### config.mk
export PLATFORM = sky130hd
export DESIGN_NAME = unidade_controle
export DESIGN_NICKNAME = d
export VERILOG_FILES = /design/src/rtl/ctrl_pkg.sv /design/src/rtl/ctrl_decoder.sv /design/src/rtl/unidade_controle.sv
export SDC_FILE = /design/constraint.sdc
export NUM_CORES = 1
export LEC_CHECK = 0
export CAP_MARGIN = 30
export CORE_AREA = 2 2 141 143
export CTS_CLUSTER_SIZE = 12
export DETAILED_ROUTE_END_ITERATION = 10
export DIE_AREA = 0 0 143 145
export PLACE_DENSITY = 0.79
export SYNTH_ARGS = -nofsm -noshare
export SYNTH_HDL_FRONTEND = slang
export SYNTH_SLANG_ARGS = --single-unit
### constraint.sdc
create_clock -name clk -period 3.7 [get_ports clk]
set_input_delay 0.74 -clock clk [delete_from_list [all_inputs] [get_ports clk]]
set_output_delay 0.74 -clock clk [all_outputs]
set_load 0.01 [all_outputs]
### src/rtl/ctrl_pkg.sv
// Shared constants for the multicycle control unit: FSM state codes,
// instruction encodings and the select/ALU codes driven to the datapath.
package ctrl_pkg;

  typedef logic [3:0] state_t;

  localparam state_t S_IDLE   = 4'd0;
  localparam state_t S_FETCH  = 4'd1;
  localparam state_t S_LATCH  = 4'd2;
  localparam state_t S_DECODE = 4'd3;
  localparam state_t S_EXEC   = 4'd4;
  localparam state_t S_MEM    = 4'd5;
  localparam state_t S_WB     = 4'd6;
  localparam state_t S_DONE   = 4'd7;
  localparam state_t S_ERROR  = 4'd8;

  typedef enum logic [1:0] {
    CLS_ARITH = 2'd0,
    CLS_LOAD  = 2'd1,
    CLS_STORE = 2'd2
  } instr_cls_e;

  localparam logic [6:0] OP_LOAD   = 7'b0000011;
  localparam logic [6:0] OP_STORE  = 7'b0100011;
  localparam logic [6:0] OP_ARITH  = 7'b0110011;
  localparam logic [6:0] OP_ARITHI = 7'b0010011;

  localparam logic [6:0] F7_ADD  = 7'b0000000;
  localparam logic [6:0] F7_SUB  = 7'b0100000;
  localparam logic [2:0] F3_ADDI = 3'b000;
  localparam logic [2:0] F3_SUBI = 3'b010;

  localparam logic ALU_ADD  = 1'b0;
  localparam logic ALU_SUB  = 1'b1;
  localparam logic MUX1_IMM = 1'b0;
  localparam logic MUX1_RB  = 1'b1;
  localparam logic MUX2_MEM = 1'b0;
  localparam logic MUX2_ALU = 1'b1;

endpackage

### src/rtl/ctrl_decoder.sv
// Combinational instruction decoder: classifies the latched instruction and
// produces the ALU/mux selects; flags anything outside the supported set.
module ctrl_decoder
  import ctrl_pkg::*;
(
  input  logic [6:0] opcode,
  input  logic [2:0] funct3,
  input  logic [6:0] funct7,
  output instr_cls_e cls,
  output logic       alu_sinal,
  output logic       mux1_sel,
  output logic       mux2_sel,
  output logic       illegal
);

  always_comb begin
    cls       = CLS_ARITH;
    alu_sinal = ALU_ADD;
    mux1_sel  = MUX1_IMM;
    mux2_sel  = MUX2_ALU;
    illegal   = 1'b0;
    case (opcode)
      // memory ops compute rs1 + imm on the adder
      OP_LOAD: begin
        cls      = CLS_LOAD;
        mux2_sel = MUX2_MEM;
      end
      OP_STORE: cls = CLS_STORE;
      OP_ARITH: begin
        mux1_sel = MUX1_RB;
        if (funct7 == F7_SUB)      alu_sinal = ALU_SUB;
        else if (funct7 != F7_ADD) illegal   = 1'b1;
      end
      OP_ARITHI: begin
        if (funct3 == F3_SUBI)      alu_sinal = ALU_SUB;
        else if (funct3 != F3_ADDI) illegal   = 1'b1;
      end
      default: illegal = 1'b1;
    endcase
  end

endmodule

### src/rtl/unidade_controle.sv
// Multicycle control unit: fetch/latch/decode FSM sequencing the datapath.
// Optional retire counter enabled by UNIDADE_CONTROLE_RETIRE_CNT_EN.
module unidade_controle
  import ctrl_pkg::*;
#(
  parameter int                ADDR_W   = 64,
  parameter logic [ADDR_W-1:0] PC_RESET = ADDR_W'(1),
  parameter logic [ADDR_W-1:0] PC_LAST  = ADDR_W'(6)
) (
  input  logic              clk,
  input  logic              rst_n,
  input  logic              start,
  input  logic [63:0]       imem_dout,
  output logic [ADDR_W-1:0] imem_ads,
  output logic [31:0]       instr,
  output logic [ADDR_W-1:0] rf_ra,
  output logic [ADDR_W-1:0] rf_rb,
  output logic [ADDR_W-1:0] rf_rw,
  output logic              rf_we,
  output logic              alu_sinal,
  output logic              mux1_sel,
  output logic              mux2_sel,
  output logic              dmem_we,
  output logic              busy,
  output logic              done,
  output logic              err
`ifdef UNIDADE_CONTROLE_RETIRE_CNT_EN
  ,
  output logic [31:0]       retire_cnt
`endif
);

  state_t            state;
  logic [ADDR_W-1:0] pc;
  instr_cls_e        dec_cls;
  logic              dec_alu, dec_m1, dec_m2, dec_illegal;
  logic              active, retire, start_ok;
  logic              unused_imem_hi;

  assign unused_imem_hi = ^imem_dout[63:32];

  ctrl_decoder u_dec (
    .opcode   (instr[6:0]),
    .funct3   (instr[14:12]),
    .funct7   (instr[31:25]),
    .cls      (dec_cls),
    .alu_sinal(dec_alu),
    .mux1_sel (dec_m1),
    .mux2_sel (dec_m2),
    .illegal  (dec_illegal)
  );

  assign start_ok = start && (state == S_IDLE || state == S_DONE);
  assign retire   = (state == S_WB) || (state == S_EXEC && dec_cls == CLS_STORE);

  always_ff @(posedge clk or negedge rst_n) begin
    if (!rst_n) begin
      state <= S_IDLE;
      pc    <= PC_RESET;
      instr <= '0;
    end else if (start_ok) begin
      state <= S_FETCH;
      pc    <= PC_RESET;
    end else if (retire) begin
      if (pc == PC_LAST) state <= S_DONE;
      else begin
        pc    <= pc + ADDR_W'(1);
        state <= S_FETCH;
      end
    end else begin
      case (state)
        S_FETCH:  state <= S_LATCH;
        S_LATCH: begin
          instr <= imem_dout[31:0];
          state <= S_DECODE;
        end
        S_DECODE: state <= dec_illegal ? S_ERROR : S_EXEC;
        S_EXEC:   state <= (dec_cls == CLS_LOAD) ? S_MEM : S_WB;
        S_MEM:    state <= S_WB;
        default:  ;
      endcase
    end
  end

  // selects/addresses only drive the datapath from DECODE until retire
  assign active = state inside {S_DECODE, S_EXEC, S_MEM, S_WB};

  assign imem_ads  = pc;
  assign rf_ra     = active ? ADDR_W'(instr[19:15]) : '0;
  assign rf_rb     = !active ? '0 :
                     (dec_cls == CLS_STORE) ? ADDR_W'(instr[11:7]) : ADDR_W'(instr[24:20]);
  assign rf_rw     = (active && dec_cls != CLS_STORE) ? ADDR_W'(instr[11:7]) : '0;
  assign alu_sinal = active & dec_alu;
  assign mux1_sel  = active & dec_m1;
  assign mux2_sel  = active & dec_m2;
  assign rf_we     = (state == S_WB);
  assign dmem_we   = (state == S_EXEC) && (dec_cls == CLS_STORE);
  assign busy      = state inside {S_FETCH, S_LATCH, S_DECODE, S_EXEC, S_MEM, S_WB};
  assign done      = (state == S_DONE);
  assign err       = (state == S_ERROR);

`ifdef UNIDADE_CONTROLE_RETIRE_CNT_EN
  always_ff @(posedge clk or negedge rst_n) begin
    if (!rst_n)                               retire_cnt <= '0;
    else if (start_ok)                        retire_cnt <= '0;
    else if (retire && retire_cnt != '1)      retire_cnt <= retire_cnt + 32'd1;
  end
`endif

endmodule
======== Word-level counts from Yosys, hierarchy flattened ========
Cells that the tools add are included.
operators by class
  reductions and logical operators ........ 15
  multiplexer cells ....................... 24
  $lt $le $gt $ge ......................... 0
  multipliers ............................. 0
  divide/modulo/power cells ............... 0
  bitwise logic cells ..................... 5
  equality and inequality tests ........... 19
  shift-type cells ........................ 0
  add/sub/neg operators ................... 1
operators by type and width
  cell                     number
  $mux W64                 3
  $add A64 B1 Y64 const B  1
  $eq A64 B3 Y1 const B    1
  $eq A7 B6 Y1 const B     3
  $mux W5                  4
  $pmux W4 S5              1
  $eq A4 B3 Y1 const B     4
  $reduce_bool A7 Y1       2
  $mux W4                  3
  $eq A4 B2 Y1 const B     2
  $mux W1                  8
  $eq A7 B2 Y1 const B     1
  $eq A7 B5 Y1 const B     1
  $reduce_bool A6 Y1       1
  $eq A4 B1 Y1 const B     1
  $eq A4 B4 Y1 const B     1
  $logic_not A4 Y1         1
  $ne A2 B2 Y1 const B     2
  $pmux W2 S2              1
  $reduce_bool A4 Y1       1
  $and A1 B1 Y1            3
  $eq A3 B2 Y1 const B     1
  $logic_and A1 B1 Y1      3
  $mux W3                  1
  12 further kinds         14
word-level totals
  ROM bits ................................ 0
  register bits ........................... 100
  memories kept ........................... 0
  bits in latches ......................... 0
  RAM bits ................................ 0
  input bits .............................. 67
  output and inout bits ................... 296

======== Logic depth before layout (Yosys ltp) ========
Gate-level depths: netlist of the first run.
  depth in word-level cells ............... 8
  mapped depth ............................ 10

======== Hierarchy ========
Synthesis of the first run repeated with hierarchy kept, for this count alone.
unflattened totals
  cell total of the unflattened synthesis .. 735
  area, all modules ....................... 6,668.9 um^2
by module, submodules not included
  module            instances  area an instance (um^2)  cells each
  unidade_controle  1          6,567.5                  718
  ctrl_decoder      1          101.3                    17

======== Worst setup path before layout of the first run ========
OpenSTA, ideal clock, no wires.
  kind .................................... reg-to-output
  from .................................... register instr[3]
  to ...................................... output port dmem_we
  arrival time ............................ 1.887 ns
  data required time ...................... 2.960 ns
  stages on the path, launching flop included .. 7
  setup slack ............................. 1.073 ns
  cells stage by stage .................... dfrtp_1 -> nand3b_1 -> or3_1 -> nor2_1 -> nand2_1 -> clkbuf_1 -> nor4_1
on the way
  word-level cells in the longest chain between the ends .. 4
  elaborated cells on any way between the ends .. 5
ends and longest elaborated chain
  what                                          line                    text
  start: declaration                            unidade_controle.sv:15  output logic [31:0] instr,
  start signal: assignment                      unidade_controle.sv:74  instr <= imem_dout[31:0];
  $eq A7 B6 Y1 or $eq A7 B2 Y1 (tied branches)  ctrl_decoder.sv:22      case (opcode)
  $pmux W2 S2 (*)                               ctrl_decoder.sv:22
  $eq A2 B2 Y1 (*)                              unidade_controle.sv:97  assign dmem_we = (state == S_EXEC) && (dec_cls == CLS_STORE);
  $logic_and A1 B1 Y1 (*)                       unidade_controle.sv:97
  end: declaration                              unidade_controle.sv:23  output logic dmem_we,
Mark *: on every way between the ends. The rest lies on a longest branch, timed or not.

======== Final worst setup path of the first run ========
  from .................................... register state[0]
  to ...................................... output port alu_sinal
on the way
  word-level cells in the longest chain between the ends .. 3
  elaborated cells on any way between the ends .. 6
ends and longest elaborated chain
  what                                          line                    text
  start: declaration                            unidade_controle.sv:33  state_t state;
  start signal: assignment                      unidade_controle.sv:77  S_DECODE: state <= dec_illegal ? S_ERROR : S_EXEC;
  start signal: assignment                      unidade_controle.sv:78  S_EXEC: state <= (dec_cls == CLS_LOAD) ? S_MEM : S_WB;
  $eq A4 B2 Y1 or $eq A4 B3 Y1 (tied branches)  unidade_controle.sv:86  assign active = state inside {S_DECODE, S_EXEC, S_MEM, S_WB};
  $reduce_bool A4 Y1 (*)                        unidade_controle.sv:86
  $and A1 B1 Y1 (*)                             unidade_controle.sv:93  assign alu_sinal = active & dec_alu;
  end: declaration                              unidade_controle.sv:20  output logic alu_sinal,
Marks and branches as above.

==> results of run 1 <==
[flip-flops by register name (all words and copies together), names as in the netlist]
| register | flops |
|---|---|
| state | 4 |
| imem_ads | 64 |
| instr | 32 |
[critical path, stage by stage (launching register included)]
cell and delay, ns:
dfrtp_1 0.53, nand2_1 0.15, or2_2 0.33, a21o_1 0.27, nor4_1 0.45, clkdlybuf4s50_1 0.63
[layout make-up]
cell class	instances	area, sq um
Clock buffer	11	253
Fill cell	1812	10900
Inverter	11	41.3
Tap cell	265	332
Clock inverter	5	81.3
Sequential cell	100	2500
Timing Repair Buffer	167	1650
Multi-Input combinational cell	609	3410
[layer usage]
| metal | GRT usage | share of wire | vias to the layer above |
|---|---|---|---|
| met5 | 0 | 0 | - |
| met4 | 0.0797 | 0.032 | 0 |
| met3 | 0.0508 | 0.093 | 36 |
| met2 | 0.278 | 0.47 | 294 |
| met1 | 0.209 | 0.40 | 2673 |
| li1 | - | - | 2601 |
[stage by stage]
| stage | hold WS (ns) | area, sq um |
|---|---|---|
| finish | 0.485 | 8260 |
| floorplan | 0.444 | 7400 |
| global placement | 0.511 | 7930 |
| detailed placement | 0.518 | 7930 |
| CTS | 0.512 | 8260 |
| global route | 0.552 | 8260 |
[power groups by stage]
stage / Sequential (uW) / Combinational, uW / Clock (uW)
2_1_floorplan: 1860 / 757 / 0
3_3_place_gp: 1870 / 1530 / 0
3_5_place_dp: 1890 / 1550 / 0
4_1_cts: 1870 / 1560 / 1080
5_1_grt: 1940 / 1680 / 1130
6_report: 1870 / 1550 / 1060
[layout by cell type (no fill, tap or decap), drive strengths merged, types with 6 or more instances in the layout]
master,n
buf,15
and4,6
o21ai,18
a21oi,37
conb,177
or4,14
inv,12
dfrtp,99
and2,8
nand3,35
clkdlybuf4s50,152
xnor2,12
nor4,28
nand2,45
or3,17
nor3,15
o31ai,8
mux2,30
xor2,17
and3,17
or2,9
clkbuf,11
nor2,47
nand4,30
[cells by family after synthesis]
group | count (synthesis) | share of synthesized area
AND/OR/NAND/NOR | 282 | 0.231
buffers and inverters | 220 | 0.222
flip-flops | 100 | 0.371
AO/OA/AOI/OAI | 85 | 0.0779
multiplexers | 34 | 0.0560
XOR/XNOR | 29 | 0.0377
adder cells (fa/ha/maj) | 2 | 0.00371
other | 1 | 0.000556
[worst max path at each step]
stage | from | endpoint | slack (ns)
2_1_floorplan | instr[3] | dmem_we | 1.07
3_3_place_gp | state[0] | alu_sinal | 0.60
3_5_place_dp | state[0] | alu_sinal | 0.58
4_1_cts | state[0] | alu_sinal | 0.17
5_1_grt | state[0] | rf_rw[3] | 0.07
6_report | state[0] | alu_sinal | 0.25
==> impl_metrics.csv, run 1 <==
group,metric,value,unit
clock_tree,worstSkewPairLatency,0.35,ns
placed_design,port_buffers,153,
logic_synthesis,synth-main-ff-cell,"dfrtp_1",
sta,worstMarginPinSlew,0.836,ns
critical_path,cp.required,2.96,ns
logic_synthesis,synth_largest_area_cell,"dfrtp_1",
critical_path,crit_arrival,2.71,ns
finish,syn2layout_area_growth,22.5,%
pwr,finalPower,4490,uW
pwr,leakage,0.00355,uW
status,status,"finished clean",
global_routing,grt_use_total,0.172,
sta,setup_tns,0,ns
logic_synthesis,netlist_top_cells_area,"dfrtp_1 (37%), buf_4 (20%), mux2_2 (5.0%)",
clock_tree,cts-buffers-inserted,9,
floorplanning,rows,51,
logic_synthesis,syn_avg_cell_area,8.95,sq um
critical_path,reg2reg_depth,6,
clock_tree,cts_tree,"done",
detailed_routing,ant_nets,0,
logic_synthesis,netlist_area,0.00674,sq mm
sta,finalSetupViolations,0,
placed_design,post-place-cells,1152,
pwr,switching_share,0.355,
sta,drv_slew,0,
clock_tree,cts.hold.buffers_added,0,
sta,hold_violations,0,
clock_tree,cts.htree.levels,3,
global_routing,antenna_found_initial,0,
worst_hold_path,worstHoldPathType,"in2async",
global_routing,grt_max_degree,63,
detailed_routing,drtIter0Drc,268,
finish,final_cell_count_no_fill,1168,
logic_synthesis,ys.warnings.count,0,
logic_synthesis,synth_edf_count,0,
logic_synthesis,yosysMostFrequentCell,"buf_4",
finish,drive_above_1_share,0.0875,
finish,diodes,0,
logic_synthesis,synth_seq_area_share,0.371,
detailed_routing,vias_per_cell,4.80,
critical_path,r2r_setup_slack,0.65,ns
finish,utilization,0.430,
sta,period_share,0.933,
detailed_routing,drt_wl_total,18300,microns
global_routing,first_global_vias,5200,
sta,slew_headroom,0.428,
floorplanning,die_h,145,microns
clock_tree,clk_pin_slew_worst_paths,0.07,ns
detailed_routing,drc,0,
critical_path,r2r_end,"imem_ads[54]",
clock_tree,cts_resized,0,
detailed_routing,num_vias,5604,
global_routing,grt_pass1_wl,28400,microns
placed_design,gp_congestion,0.898,
global_routing,grt_overflow,0,
pwr,intPower,2890,uW
clock_tree,numClockSinks,100,
pwr,pwr-share-seq,0.418,
critical_path,start_kind,"flip-flop",
floorplanning,ios,363,
detailed_routing,firstDrtPassIters,5,
critical_path,crit_type,"reg2out",
critical_path,cp_max_fo,11,
floorplanning,dieArea,0.0207,sq mm
critical_path,worstSetupEndpointType,"output port",
clock_tree,post_cts_buffers,0,
run,cap_violations,0,
sta,setup_slack,0.247,ns
floorplanning,core,0.0192,sq mm
logic_synthesis,synth.distinct_cells,51,
pwr,combPwrFrac,0.346,
sta,rsz0062_at_grt,"false",
logic_synthesis,ys_async_sr_fraction,1.00,
sta,max_freq,290,MHz
logic_synthesis,ys_seq_elements,100,
logic_synthesis,syn_inst,753,
sta,fin_skew,0.00973,ns
detailed_routing,drt-wirelength-per-cell,15.6,microns
clock_tree,cts-root-buf,"clkbuf_16",
logic_synthesis,synth_top_area_frac,0.367,
pwr,vdd_drop_max,0.364,mV
pwr,clkPwrFrac,0.236,
floorplanning,initial_utilization,0.351,
clock_tree,clockBufferDepth,2,
floorplanning,die_w,143,microns
critical_path,r2r-start,"imem_ads[3]",
pwr,power.switching,1590,uW
logic_synthesis,synth_common_cells,"buf_4 (177), dfrtp_1 (99), nor2_1 (47), nand2_1 (45), a21oi_1 (36)",
pwr,power_density,543,mW/mm^2
sta,period_needed,3.45,ns
placed_design,place_ws,0.579,ns
finish,final_nets,967,
placed_design,post-dp-hpwl,13700,microns
Power figures use the tool's default switching activity.
==> run 2, diff against run 1 <==
Settings changed: CORE_AREA 2 2 141 143 to 2 2 140 142, DIE_AREA 0 0 143 145 to 0 0 142 144, GPL_ROUTABILITY_DRIVEN set to 0, PLACE_DENSITY 0.79 to 0.8, SYNTH_HIERARCHICAL set to 1.
==> impl_metrics.csv, run 2 <==
group,metric,value,unit
floorplanning,die_h,144,microns
critical_path,crit_type,"reg2out",
global_routing,first_global_vias,5158,
logic_synthesis,synth_common_cells,"buf_4 (177), dfrtp_1 (99), nor2_1 (73), nand2_1 (46), mux2_2 (32)",
logic_synthesis,synth-main-ff-cell,"dfrtp_1",
pwr,power.switching,1020,uW
logic_synthesis,netlist_top_cells_area,"dfrtp_1 (37%), buf_4 (20%), mux2_2 (5.4%)",
logic_synthesis,synth.distinct_cells,57,
global_routing,antenna_found_initial,0,
sta,period_needed,3.56,ns
sta,slew_headroom,0.434,
finish,drive_above_1_share,0.104,
placed_design,post-place-cells,1122,
finish,final_cell_mix,"conb_1 (177), clkdlybuf4s50_1 (152), dfrtp_1 (99)",
detailed_routing,drt-wirelength-per-cell,16.1,microns
floorplanning,die_w,142,microns
critical_path,r2r_end,"imem_ads[62]",
logic_synthesis,ys.warnings.count,6,
pwr,clkPwrFrac,0.347,
critical_path,r2r_setup_slack,0.43,ns
status,status,"finished clean",
clock_tree,cts-buffers-inserted,9,
sta,period_share,0.963,
logic_synthesis,ys_async_sr_fraction,1.00,
global_routing,grt_max_degree,66,
clock_tree,cts.hold.buffers_added,0,
critical_path,path_cells,"or4_4, nor3b_2, nor2b_4, buf_4, nand2_1, a21oi_1, clkdlybuf4s50_1",
floorplanning,dieArea,0.0204,sq mm
pwr,switching_share,0.304,
detailed_routing,num_vias,5503,
sta,hold-worst-slack,0.498,ns
global_routing,grt_use_total,0.177,
clock_tree,clockBufferDepth,2,
detailed_routing,drtIter0Drc,355,
logic_synthesis,syn_inst,735,
pwr,finalPower,3370,uW
logic_synthesis,ys_seq_elements,100,
sta,fin_skew,0.00809,ns
logic_synthesis,syn_avg_cell_area,9.07,sq um
critical_path,start_kind,"flip-flop",
critical_path,cp_max_fo,8,
floorplanning,rows,51,
clock_tree,cts-root-buf,"clkbuf_16",
finish,diodes,0,
sta,worstMarginPinSlew,0.846,ns
sta,setup_tns,0,ns
sta,rsz0062_at_grt,"false",
logic_synthesis,synth_seq_area_share,0.375,
sta,drv_slew,0,
logic_synthesis,synth_edf_count,0,
finish,utilization,0.435,
floorplanning,initial_utilization,0.350,
global_routing,grt_overflow,0,
detailed_routing,drc,0,
floorplanning,ios,363,
clock_tree,post_cts_buffers,0,
pwr,pwr-share-seq,0.434,
worst_hold_path,worstHoldPathType,"in2async",
placed_design,port_buffers,153,
finish,final_nets,964,
critical_path,reg2reg_depth,8,
logic_synthesis,synth_largest_area_cell,"dfrtp_1",
finish,final_cell_count_no_fill,1138,
logic_synthesis,yosysMostFrequentCell,"buf_4",
pwr,vdd_drop_max,0.204,mV
global_routing,grt_pass1_wl,28100,microns
clock_tree,cts.htree.levels,3,
critical_path,cp.required,2.96,ns
run,cap_violations,0,
floorplanning,core,0.0191,sq mm
pwr,power_density,406,mW/mm^2
pwr,combPwrFrac,0.219,
detailed_routing,ant_nets,0,
pwr,leakage,0.00355,uW
logic_synthesis,synth_top_area_frac,0.371,
detailed_routing,firstDrtPassIters,8,
pwr,intPower,2350,uW
finish,syn2layout_area_growth,24.5,%
clock_tree,clk_pin_slew_worst_paths,0.07,ns
placed_design,post-dp-hpwl,13900,microns
finish,layout_commonest_cell,"conb_1",
critical_path,crit_arrival,2.82,ns
sta,finalSetupViolations,0,
logic_synthesis,netlist_area,0.00667,sq mm
detailed_routing,vias_per_cell,4.84,
clock_tree,numClockSinks,100,
sta,max_freq,281,MHz
critical_path,cpMaxStageDelayCell,"or4_4",
critical_path,max_stage_delay,0.59,ns
clock_tree,worstSkewPairLatency,0.35,ns
finish,largest_register_ffs,64,
detailed_routing,drt_wl_total,18300,microns
critical_path,r2r-start,"instr[6]",
sta,hold_violations,0,
critical_path,worstSetupEndpointType,"output port",
clock_tree,cts_tree,"done",
## run 2: changes by cell type in the layout (fill, tap and decap cells not counted), sizes merged, moves of 6 or more
cell,change
nand3,-6
nor2,+26
buf,+6
xor2,+12
or3,-9
a21oi,-16
or4,-9
o21ai,-10
nor3,+7
## run 2: metrics by stage
stage / worst slack (ns) / instance area [sq um]
CTS: 0.0132 / 8290
floorplan: 0.115 / 7330
global placement: 0.335 / 7920
detailed placement: 0.323 / 7920
finish: 0.138 / 8310
global route: 0.00360 / 8310
## run 2: critical path: cells and delay by family, from the launching register on
family	cells	cell delay [ns]
buf+inv	2	0.75
flops	1	0.41
compound gates	1	0.14
simple gates	4	1.16
## run 2: cells by family after synthesis
family                     after synthesis  synth area share
and+or+nand+nor                        292             0.232
buffers and inverters                  208             0.218
DFF                                    100             0.375
AOI/OAI and AO/OA                       50            0.0499
xor gates and xnor gates                46            0.0604
muxes                                   36            0.0600
adders and majority gates                2           0.00375
other                                    1          0.000562
## run 2: what timing repair did
action,CTS,global route
gates resized for setup,1,4
hold endpoints to repair,0,0
setup endpoints to repair,5,9
## run 2: worst max path at each step
stage / slack, ns / cells after the start / startpoint / end
after CTS: 0.01 / 7 / instr[6] / rf_rb[0]
final: 0.14 / 7 / instr[6] / rf_rb[0]
after floorplan: 0.12 / 11 / instr[6] / imem_ads[62]
after global routing: 0.004 / 7 / instr[6] / rf_rb[4]
after global placement: 0.34 / 8 / instr[6] / imem_ads[62]
after detailed placement: 0.32 / 8 / instr[6] / imem_ads[56]
## run 2: final cells by class
class	count	area [sq um]
fill	1832	10800
multi-input combinational	603	3420
sequential	100	2500
timing repair buffer	173	1690
tap	238	298
clock buffer	12	246
clock inverter	4	120
inverter	8	30.0
## run 2: metal layers
metal,wire [microns],vias up,track usage
li1,-,2510,-
met1,7130,2619,0.213
met2,8980,349,0.308
met3,1880,25,0.0526
met4,335,0,0.0542
met5,0,-,0
## run 2: power groups by stage
stage	Combinational (uW)	Sequential (uW)	Clock [uW]
after floorplan	442	1460	0
after global placement	733	1470	0
after detailed placement	744	1480	0
after CTS	748	1460	1200
after global routing	813	1490	1230
final	738	1460	1170
==> run 3, diff against run 2 <==
Settings changed: DONT_BUFFER_PORTS set to 1, PLACE_DENSITY 0.8 to 0.55.
==> impl_metrics.csv, run 3 (same netlist as run 2, synthesis figures left out) <==
group,metric,value,unit
placed_design,dpl-instance-area,0.00633,sq mm
global_routing,grt_overflow,0,
sta,fin_skew,0.00790,ns
detailed_routing,vias_per_cell,4.81,
finish,final_cell_mix,"conb_1 (177), dfrtp_1 (99), nor2_1 (73)",
critical_path,reg2reg_depth,8,
pwr,leakage,0.00288,uW
finish,diodes,0,
floorplanning,die_h,144,microns
sta,finalSetupViolations,0,
sta,max_freq,298,MHz
finish,drive_above_1_share,0.113,
clock_tree,numClockSinks,100,
pwr,vdd_drop_max,0.224,mV
clock_tree,cts.htree.levels,3,
global_routing,grt_use_met3,0.0652,
sta,drv_slew,0,
finish,fillers,1983,
critical_path,r2r-start,"instr[6]",
floorplanning,core,0.0191,sq mm
worst_hold_path,worstHoldPathType,"in2async",
finish,regArea,0.00250,sq mm
critical_path,cpMaxStageDelayCell,"or4_4",
clock_tree,cts_tree,"done",
sta,slew_headroom,0.519,
finish,final_cell_area,0.00660,sq mm
sta,period_share,0.906,
detailed_routing,num_vias,4708,
sta,period_needed,3.35,ns
critical_path,r2r_end,"imem_ads[62]",
clock_tree,cts_resized,0,
floorplanning,die_w,142,microns
finish,final_nets,805,
clock_tree,clockBufferDepth,2,
floorplanning,initial_utilization,0.350,
sta,rsz0062_at_grt,"false",
placed_design,port_buffers,0,
placed_design,post-place-cells,963,
critical_path,crit_arrival,3.62,ns
critical_path,start_kind,"flip-flop",
global_routing,grt_use_total,0.159,
finish,final_cell_count_no_fill,979,
global_routing,grt_pass1_wl,25100,microns
run,cap_violations,0,
status,status,"finished clean",
critical_path,crit_type,"reg2reg",
critical_path,max_stage_delay,0.60,ns
detailed_routing,ant_nets,0,
finish,largest_register_ffs,64,
global_routing,antenna_found_initial,0,
global_routing,first_global_vias,4354,
floorplanning,rows,51,
finish,layout_commonest_cell,"conb_1",
detailed_routing,drt_wl_total,16400,microns
clock_tree,cts-root-buf,"clkbuf_16",
critical_path,cp_common_cell,"or4_1",
critical_path,cp_max_fo,9,
detailed_routing,drt-wirelength-per-cell,16.8,microns
sta,hold_violations,0,
clock_tree,cts-buffers-inserted,9,
clock_tree,clk_pin_slew_worst_paths,0.07,ns
critical_path,worstSetupEndpointType,"flip-flop",
floorplanning,ios,363,
global_routing,grt_max_degree,101,
global_routing,busiest_layer,"met2",
clock_tree,post_cts_buffers,0,
finish,multi_input_area,0.00340,sq mm
finish,syn2layout_area_growth,-0.994,%
clock_tree,cts.hold.buffers_added,0,
critical_path,r2r_setup_slack,0.35,ns
global_routing,met2_usage,0.256,
detailed_routing,drc,0,
sta,setup_tns,0,ns
placed_design,post-dp-hpwl,12000,microns
global_routing,grt_use_met1,0.196,
critical_path,path_cells,"or4_4, nor3b_2, nor2b_2, o2111ai_4, or4_1, or2_1, or4_1, a21oi_1",
clock_tree,worstSkewPairLatency,0.35,ns
floorplanning,dieArea,0.0204,sq mm
detailed_routing,drtIter0Drc,318,
critical_path,cp.required,3.97,ns
sta,worstMarginPinSlew,0.711,ns
pwr,power_density,416,mW/mm^2
detailed_routing,firstDrtPassIters,5,
-- run 3: critical path: cells and delay by family, from the launching register on --
family          cells  cell delay, ns
simple gates        6            2.54
flops               1            0.44
compound gates      2            0.30
-- run 3: cell type report --
cell class	instances	area share
multi-input cells	603	0.515
flip-flops and latches	100	0.379
well taps	238	0.0451
clock buffers	12	0.0358
repair buffers	14	0.0159
inverters	8	0.00455
clock inverters	4	0.00398
-- run 3: per-stage QoR --
| step | hold slack [ns] | utilization | total power, uW | setup WS, ns |
|---|---|---|---|---|
| 2_1_floorplan | 0.444 | - | 1900 | 0.115 |
| 3_3_place_gp | 0.446 | 0.332 | 1890 | 0.205 |
| 3_5_place_dp | 0.447 | 0.332 | 1900 | 0.204 |
| 4_1_cts | 0.0625 | 0.346 | 2790 | 0.150 |
| 5_1_grt | 0.0565 | 0.346 | 2920 | 0.107 |
| 6_report | 0.0801 | 0.346 | 2750 | 0.348 |
-- run 3: metal layers --
layer	up-vias	routed length (microns)
met3	20	1760
li1	2187	-
met4	0	295
met2	256	7900
met5	-	0
met1	2245	6470
-- run 3: power by group --
group,switching [uW],internal [uW],leakage [uW],total [uW]
combinational,197,129,0.00153,326
sequential,327,1220,0.00122,1550
clock,418,456,0.000127,874
total,941,1810,0.00288,2750
-- run 3: worst max-delay path by stage --
| stage | cells past startpoint | from | endpoint |
|---|---|---|---|
| final | 8 | instr[6] | imem_ads[62] |
| after global routing | 8 | instr[6] | imem_ads[62] |
| after CTS | 8 | instr[6] | imem_ads[62] |
| after detailed placement | 8 | instr[6] | imem_ads[56] |
| after global placement | 8 | instr[6] | imem_ads[56] |
| after floorplan | 11 | instr[6] | imem_ads[62] |
